File: src/rtl/cc_sar_threshold_search.sv
// Successive-approximation search that recovers an unknown word X by steering the
// trial operand of an external greater-than comparator, MSB first.
module cc_sar_threshold_search #(
    parameter int NUMBER_DATAWIDTH = 8,
    parameter int COMPARE_LATENCY  = 1
) (
    input  logic                        CC_SAR_CLOCK_50,
    input  logic                        CC_SAR_RESET_InHigh,
    input  logic                        CC_SAR_start_In,
    input  logic                        CC_SAR_greaterthan_In,
    output logic [NUMBER_DATAWIDTH-1:0] CC_SAR_trial_OutBUS,
    output logic                        CC_SAR_busy_Out,
    output logic                        CC_SAR_done_Out,
    output logic [NUMBER_DATAWIDTH-1:0] CC_SAR_result_OutBUS
);

    typedef enum logic [1:0] {
        IDLE,
        TEST,
        DONE
    } sarState_e;

    localparam logic [NUMBER_DATAWIDTH-1:0] MSB_ONE = {1'b1, {(NUMBER_DATAWIDTH-1){1'b0}}};
    // The bit index and the wait counter are kept one-hot so stepping them is a
    // plain shift; waitOneHot[0] set means the counter has reached zero.
    localparam logic [14:0] WAIT_RELOAD = 15'b1 << (COMPARE_LATENCY - 1);

    sarState_e                   state, stateNext;
    logic [NUMBER_DATAWIDTH-1:0] trial, trialNext;
    logic [NUMBER_DATAWIDTH-1:0] bitMask, bitMaskNext;
    logic [NUMBER_DATAWIDTH-1:0] result, resultNext;
    logic [NUMBER_DATAWIDTH-1:0] decided;
    logic [14:0]                 waitOneHot, waitOneHotNext;

    always_ff @(posedge CC_SAR_CLOCK_50) begin
        if (CC_SAR_RESET_InHigh) begin
            state      <= IDLE;
            trial      <= '0;
            bitMask    <= MSB_ONE;
            waitOneHot <= 15'b1;
            result     <= '0;
        end else begin
            state      <= stateNext;
            trial      <= trialNext;
            bitMask    <= bitMaskNext;
            waitOneHot <= waitOneHotNext;
            result     <= resultNext;
        end
    end

    // A greater-than answer means the trial overshot X, so the bit under test is dropped.
    assign decided = CC_SAR_greaterthan_In ? (trial & ~bitMask) : trial;

    always_comb begin
        stateNext      = state;
        trialNext      = trial;
        bitMaskNext    = bitMask;
        waitOneHotNext = waitOneHot;
        resultNext     = result;
        case (state)
            IDLE: begin
                if (CC_SAR_start_In) begin
                    stateNext      = TEST;
                    trialNext      = MSB_ONE;
                    bitMaskNext    = MSB_ONE;
                    waitOneHotNext = WAIT_RELOAD;
                end
            end
            TEST: begin
                if (!waitOneHot[0]) begin
                    waitOneHotNext = waitOneHot >> 1;
                end else if (!bitMask[0]) begin
                    trialNext      = decided | (bitMask >> 1);
                    bitMaskNext    = bitMask >> 1;
                    waitOneHotNext = WAIT_RELOAD;
                end else begin
                    trialNext  = decided;
                    resultNext = decided;
                    stateNext  = DONE;
                end
            end
            DONE: begin
                stateNext = IDLE;
            end
            default: begin
                stateNext = IDLE;
            end
        endcase
    end

    assign CC_SAR_trial_OutBUS  = trial;
    assign CC_SAR_result_OutBUS = result;
    assign CC_SAR_busy_Out      = (state == TEST);
    assign CC_SAR_done_Out      = (state == DONE);

endmodule

File: config.mk
export PLATFORM = sky130hd
export DESIGN_NAME = cc_sar_threshold_search
export DESIGN_NICKNAME = d
export VERILOG_FILES = /design/src/rtl/cc_sar_threshold_search.sv
export SDC_FILE = /design/constraint.sdc
export NUM_CORES = 1
export LEC_CHECK = 0
export BUFFER_PORTS_ARGS = -buffer_cell sky130_fd_sc_hd__buf_2
export CORE_MARGIN = 2
export CORE_UTILIZATION = 56
export DETAILED_ROUTE_END_ITERATION = 16
export PLACE_DENSITY_LB_ADDON = 0.08
export SYNTH_ARGS = -nofsm -noshare
export SYNTH_HDL_FRONTEND = slang
export SYNTH_SLANG_ARGS = --single-unit
File: constraint.sdc
create_clock -name CC_SAR_CLOCK_50 -period 2.1 [get_ports CC_SAR_CLOCK_50]
set_input_delay 0.42 -clock CC_SAR_CLOCK_50 [delete_from_list [all_inputs] [get_ports CC_SAR_CLOCK_50]]
set_output_delay 0.42 -clock CC_SAR_CLOCK_50 [all_outputs]
set_load 0.02 [all_outputs]
Yosys cells after proc, flatten, opt, wreduce, memory -nomap -nowiden. Index checks and enable logic that the tools add are counted.

Eq/ne operators: 7. Multiplexer cells: 16. Bitwise operators: 3. Reductions and logical operators: 8.

Operator list (number): $mux 8 (6); $mux 15 (3); $pmux 8 s2 (2); $pmux 15 s2 (1); $reduce_and 3->1 (4); $and 8x8->8 (1); $not 8->8 (1); $or 8x7->8 (1); $mux 2 (3); $ne 2x1->1 const B (2); $ne 2x2->1 const B (2); $pmux 2 s2 (1); $reduce_and 4->1 (1); $ne 3x3->1 const B (1); $eq 2x1->1 const B (1); $eq 2x2->1 const B (1); $logic_not 2->1 (1); $reduce_and 2->1 (1); $reduce_bool 2->1 (1).

Bits in registers: 41. Bits of input ports: 4. Output and inout bits: 18.

Logic depth before layout (Yosys ltp). Gate-level depths: netlist of the first run.

Depth after elaboration: 7. Gate-level depth with buffers: 5. Mapped depth without buffers: 3.

Least setup slack after synthesis of the first run. No wires, ideal clock.

Path type: register to output. Start point: register state[1]. End point: output CC_SAR_done_Out. Arrival time: 0.814 ns. Data required time: 1.680 ns. Path slack: 0.866 ns. Stages on the path, launching flop included: 3. Path through: dfxtp_1 -> buf_6 -> nor2b_1.

Longest elaborated chain between the ends: 1.

RTL lines: start: declaration (RTL line 28) `sarState_e state, stateNext;`; start signal: assignment (RTL line 43) `state <= stateNext;`; $eq 2x2->1 (RTL line 94) `assign CC_SAR_done_Out = (state == DONE);`; end: declaration (RTL line 13) `output logic CC_SAR_done_Out,`.

No other way between the ends.

Worst setup path after layout of the first run. Same ends and word-level chain as after synthesis.

==> results of run 1 <==
registers in the layout, summed over array words and instances, names as in the netlist:
signal	flops
state	2
CC_SAR_trial_OutBUS	8
CC_SAR_result_OutBUS	8
bitMask	8
cell usage after synthesis, types with 3 or more instances:
library cell   n  share of area [%]
nand2_1       28                9.4
dfxtp_1       26                 47
a21oi_1       10                4.5
nand2b_1      10                5.6
nand3b_1       9                6.0
a21boi_0       7                4.7
nand3_1        7                3.1
o21ai_0        7                3.1
nor2b_1        5                2.8
o21ai_1        3                1.3
tightest hold or removal path: cells and delay by family, from the launching register on:
kind | cells | cell delay [ns]
AO/OA/AOI/OAI | 1 | 0.05
flip-flops | 1 | 0.33
AND/OR/NAND/NOR | 1 | 0.05
layer usage:
| layer | track usage (%) | routed length, um | up-vias |
|---|---|---|---|
| met3 | 2.78 | 93 | 2 |
| met4 | 8.57 | 23 | 0 |
| met5 | 0 | 0 | - |
| met1 | 28.9 | 1130 | 406 |
| met2 | 32.6 | 993 | 27 |
| li1 | - | - | 471 |
final cells by class:
| type | count | area (um^2) |
|---|---|---|
| clock buffers | 4 | 36.3 |
| fillers | 190 | 677 |
| well taps | 27 | 33.8 |
| flip-flops and latches | 26 | 520 |
| repair buffers | 21 | 105 |
| multi-input cells | 95 | 549 |
through the flow:
| stage | utilization (%) | instances | instance area, um^2 |
|---|---|---|---|
| 2_1_floorplan | - | 128 | 1120 |
| 3_3_place_gp | 62.9 | 169 | 1210 |
| 3_5_place_dp | 62.9 | 169 | 1210 |
| 4_1_cts | 64.8 | 173 | 1240 |
| 5_1_grt | 64.8 | 173 | 1240 |
| 6_report | 64.8 | 173 | 1240 |
report_power, final:
part	internal [mW]	switching, mW
logic	0.0278	0.0420
clock network	0.106	0.151
registers	0.504	0.0119
worst max-delay path by stage:
stage / from / endpoint / slack, ns / cells past startpoint
after global routing: state[1] / CC_SAR_done_Out / 0.26 / 2
after detailed placement: state[1] / CC_SAR_done_Out / 0.70 / 2
after CTS: state[1] / CC_SAR_done_Out / 0.33 / 2
after global placement: CC_SAR_RESET_InHigh / bitMask[1] / 0.75 / 4
final: state[1] / CC_SAR_done_Out / 0.34 / 2
after floorplan: state[1] / CC_SAR_done_Out / 0.87 / 2
kinds of logic after synthesis:
logic type / count (synthesis) / synth area share, %
DFF: 26 / 46.6
buffers and inverters: 7 / 4.26
AOI/OAI and AO/OA: 31 / 16.6
and+or+nand+nor: 64 / 32.6
==> impl_metrics.py, run 1 <==
metrics = {
    "placed_design": {
        "place.gp.congestion": 0.777,
        "hpwlAfterDp_um": 1570,
        "pre_cts_slack_ns": 0.705,
        "io_buffers": 21,
    },
    "route": {
        "postRouteAntennaNets": 0,
        "wl_per_cell_um": 13.0,
        "num_vias": 906,
        "drt-initial-drc-count": 20,
        "drt-vias-per-instance": 5.24,
        "drc": 0,
        "wl_um": 2240,
        "first_pass_iters": 4,
    },
    "synthesis": {
        "ys_warn_count": 0,
        "synth_edf_count": 0,
        "synth_nets": 132,
        "ys_ff_latch": 26,
        "synth_cells": 128,
        "avgSynthCellArea_um2": 8.73,
        "yosysUniqueCellTypes": 22,
        "async_flop_share_pct": 0,
        "ys.flop_type": "dfxtp_1",
        "yosysSeqAreaShare_pct": 46.6,
        "syn_area_mm2": 0.00112,
    },
    "timing": {
        "hold_viol": 0,
        "setup_viol": 0,
        "worstMarginPinSlew_ns": 0.624,
        "finalSetupTns_ns": 0,
        "post-route-period-util_pct": 83.9,
        "setup_slack_ns": 0.339,
        "slew_violations": 0,
        "clock.fmax_mhz": 568,
        "fin_skew_ns": 0.00400,
        "fin_crit_ns": 1.76,
        "whs_ns": 0.456,
        "rsz0062_at_grt": "no",
        "slew_headroom_pct": 58.3,
    },
    "worst_setup_path": {
        "arrival_ns": 1.34,
        "crit_family": "flip-flops",
        "r2r-end": "CC_SAR_trial_OutBUS[6]",
        "endpoint_kind": "output pin",
        "cpPeakStageDelay_ns": 0.64,
        "critical-path-slowest-cell": "dfxtp_1",
        "reg2reg_slack_ns": 0.74,
        "r2r-start": "state[1]",
        "critical_path.startpoint_type": "register",
        "crit_type": "reg2out",
        "cp.required_ns": 1.68,
        "path_max_fanout": 12,
        "r2r_cells": 3,
        "critical_path_buf_inv_count": 1,
        "path_cells": "nor2b_1 -> buf_2",
    },
    "power": {
        "total_leakage_power_nw": 0.508,
        "power_uw": 842,
        "ir_worst_vdd_uv": 534,
        "p_per_area_mw_per_mm2": 676,
    },
    "cts": {
        "cts.htree.levels": 1,
        "cts_tree": "built",
        "clk_pin_slew_worst_paths_ns": 0.14,
        "cts.path.max_buffers": 2,
        "clock_insertion_delay_worst_skew_ns": 0.33,
        "cts_sinks": 26,
        "cts_hold_buf": 0,
        "post_cts_buffers": 0,
        "ctsResizeCount": 0,
        "clockRootBuffer": "clkbuf_4",
        "cts_buffers": 3,
    },
    "global_routing": {
        "grt_usage_pct": 20.8,
        "grt_overflow": 0,
        "grt_pass1_vias": 825,
        "grt_start_max_net_pins": 29,
        "antenna_found_initial": 0,
        "grt_pass1_wl_um": 3840,
    },
    "die": {
        "ioPinCount": 22,
        "die_w_um": 48.7,
        "die_h_um": 48.7,
        "core_region_area_mm2": 0.00192,
        "start_util_pct": 58.1,
        "num_rows": 16,
        "dieArea_mm2": 0.00237,
    },
    "cells_and_area": {
        "fin_nets": 151,
        "layout-drive-gt1-share_pct": 19.2,
        "n_antenna_cell": 0,
        "synthToLayoutAreaGrowth_pct": 11.4,
        "mostFrequentLayoutCells": "28 x nand2_1, 26 x dfxtp_1, 21 x buf_2",
        "final_common_cell": "nand2_1",
    },
    "hold_path": {
        "hp-class": "reg2reg",
        "worstHoldStart": "CC_SAR_result_OutBUS[7]",
        "min_path_cells": 2,
        "hold_path_end": "CC_SAR_result_OutBUS[7]",
    },
    "job": {
        "maxCapViolations": 0,
    },
    "run_status": {
        "status": "completed",
    },
}
(Power assumes the default switching activity.)
==> inputs of run 2 (changes only) <==
- CORE_UTILIZATION: 56 -> 47
- clock period: 2.1 -> 1.5 ns (I/O delays scaled with it)
==> impl_metrics.py, run 2 (synthesis gave the netlist of run 1 again) <==
metrics = {
    "route": {
        "drt-initial-drc-count": 16,
        "postRouteAntennaNets": 0,
        "drt-vias-per-instance": 5.34,
        "wl_per_cell_um": 13.2,
        "drc": 0,
        "first_pass_iters": 4,
        "num_vias": 934,
        "wl_um": 2320,
    },
    "cts": {
        "post_cts_buffers": 0,
        "clk_pin_slew_worst_paths_ns": 0.15,
        "clockRootBuffer": "clkbuf_4",
        "cts_buffers": 3,
        "clock_insertion_delay_worst_skew_ns": 0.33,
        "cts_tree": "built",
        "cts_sinks": 26,
        "cts.path.max_buffers": 2,
        "cts_hold_buf": 0,
        "cts.htree.levels": 1,
    },
    "timing": {
        "post-route-period-util_pct": 93.0,
        "setup_viol": 0,
        "fin_skew_ns": 0.0126,
        "hold_viol": 0,
        "worstMarginPinSlew_ns": 0.566,
        "setup_slack_ns": 0.106,
        "finalSetupTns_ns": 0,
        "whs_ns": 0.290,
        "clock.fmax_mhz": 717,
        "slew_headroom_pct": 62.2,
        "rsz0062_at_grt": "no",
        "slew_violations": 0,
        "fin_crit_ns": 1.39,
    },
    "worst_setup_path": {
        "path_max_fanout": 12,
        "cp-startpoint": "state[1]",
        "critical_path.startpoint_type": "register",
        "arrival_ns": 1.09,
        "endpoint_kind": "output pin",
        "crit_type": "reg2out",
        "cp.required_ns": 1.20,
        "r2r-start": "bitMask[0]",
    },
    "placed_design": {
        "hpwlAfterDp_um": 1670,
        "io_buffers": 21,
        "place.gp.congestion": 0.780,
        "placedCellCount": 171,
        "pre_cts_slack_ns": 0.234,
        "postPlaceCellArea_mm2": 0.00122,
    },
    "cells_and_area": {
        "postLayoutCellArea_mm2": 0.00127,
        "final.fill_count": 222,
        "fin_util_pct": 57.1,
        "mostFrequentLayoutCells": "28 x nand2_1, 24 x dfxtp_1, 21 x buf_2",
        "n_antenna_cell": 0,
        "fin_nets": 152,
        "final_common_cell": "nand2_1",
        "layout-drive-gt1-share_pct": 21.1,
        "final_cells": 175,
        "synthToLayoutAreaGrowth_pct": 14.1,
    },
    "run_status": {
        "status": "completed",
    },
    "global_routing": {
        "grt_pass1_wl_um": 3950,
        "grt_pass1_vias": 814,
        "grt_start_max_net_pins": 20,
        "grt_usage_pct": 20.0,
        "grt_overflow": 0,
        "antenna_found_initial": 0,
    },
    "die": {
        "dieArea_mm2": 0.00278,
        "die_h_um": 52.8,
        "core_region_area_mm2": 0.00223,
        "num_rows": 17,
        "die_w_um": 52.8,
        "start_util_pct": 50.0,
        "ioPinCount": 22,
    },
    "power": {
        "power_mw": 1.30,
        "total_leakage_power_nw": 0.521,
        "ir_worst_vdd_uv": 553,
        "p_per_area_mw_per_mm2": 1020,
    },
    "hold_path": {
        "hp-class": "in2reg",
        "worstHoldStart": "CC_SAR_RESET_InHigh",
    },
    "job": {
        "maxCapViolations": 0,
    },
}
run 2: cell types whose count changed in the layout (fill, tap and decap cells not counted):
cell / previous run / this run
bufinv_16: 0 / 1
dfxtp_4: 0 / 1
clkbuf_8: 1 / 0
dfxtp_2: 0 / 1
buf_4: 0 / 1
dfxtp_1: 26 / 24
run 2: cell type report:
class	instances	area, um^2	share of cell area [%]
Clock inverter	1	30.0	2.36
Clock buffer	3	22.5	1.77
Sequential cell	26	526	41.2
Tap cell	28	35.0	2.75
Multi-Input combinational cell	95	549	43.1
Timing Repair Buffer	22	113	8.83
run 2: worst max-delay path, cell delays in order (launching register included):
cell,delay (ns)
dfxtp_4,0.45
nor2b_1,0.15
buf_2,0.17
run 2: report_power, final:
| part | switching (mW) | internal [mW] | total [mW] |
|---|---|---|---|
| Sequential | 0.0162 | 0.704 | 0.720 |
| Combinational | 0.0604 | 0.0406 | 0.101 |
| Clock | 0.212 | 0.270 | 0.482 |
| Total | 0.289 | 1.01 | 1.30 |
run 2: routing by layer:
layer  up-vias  global-route usage, %  part of all wire, %
met2        21                   28.7                   45
met5         -                      0                    0
li1        471                      -                    -
met1       438                   29.2                   50
met3         4                   3.71                  3.8
met4         0                   7.69                  1.3
run 2: path summary, 6_finish.rpt:
check	end	slack [ns]	cells past startpoint
worst max-delay path	CC_SAR_done_Out	0.11	2
worst min-delay path	CC_SAR_result_OutBUS[5]	0.29	2
worst max register to register	bitMask[1]	0.29	3
worst min register to register	CC_SAR_result_OutBUS[5]	0.46	2
run 2: repair_timing:
item                       in CTS  in global routing
setup endpoints to repair       2                  1
gates resized for setup         2                  1
gates cloned                    0                  0
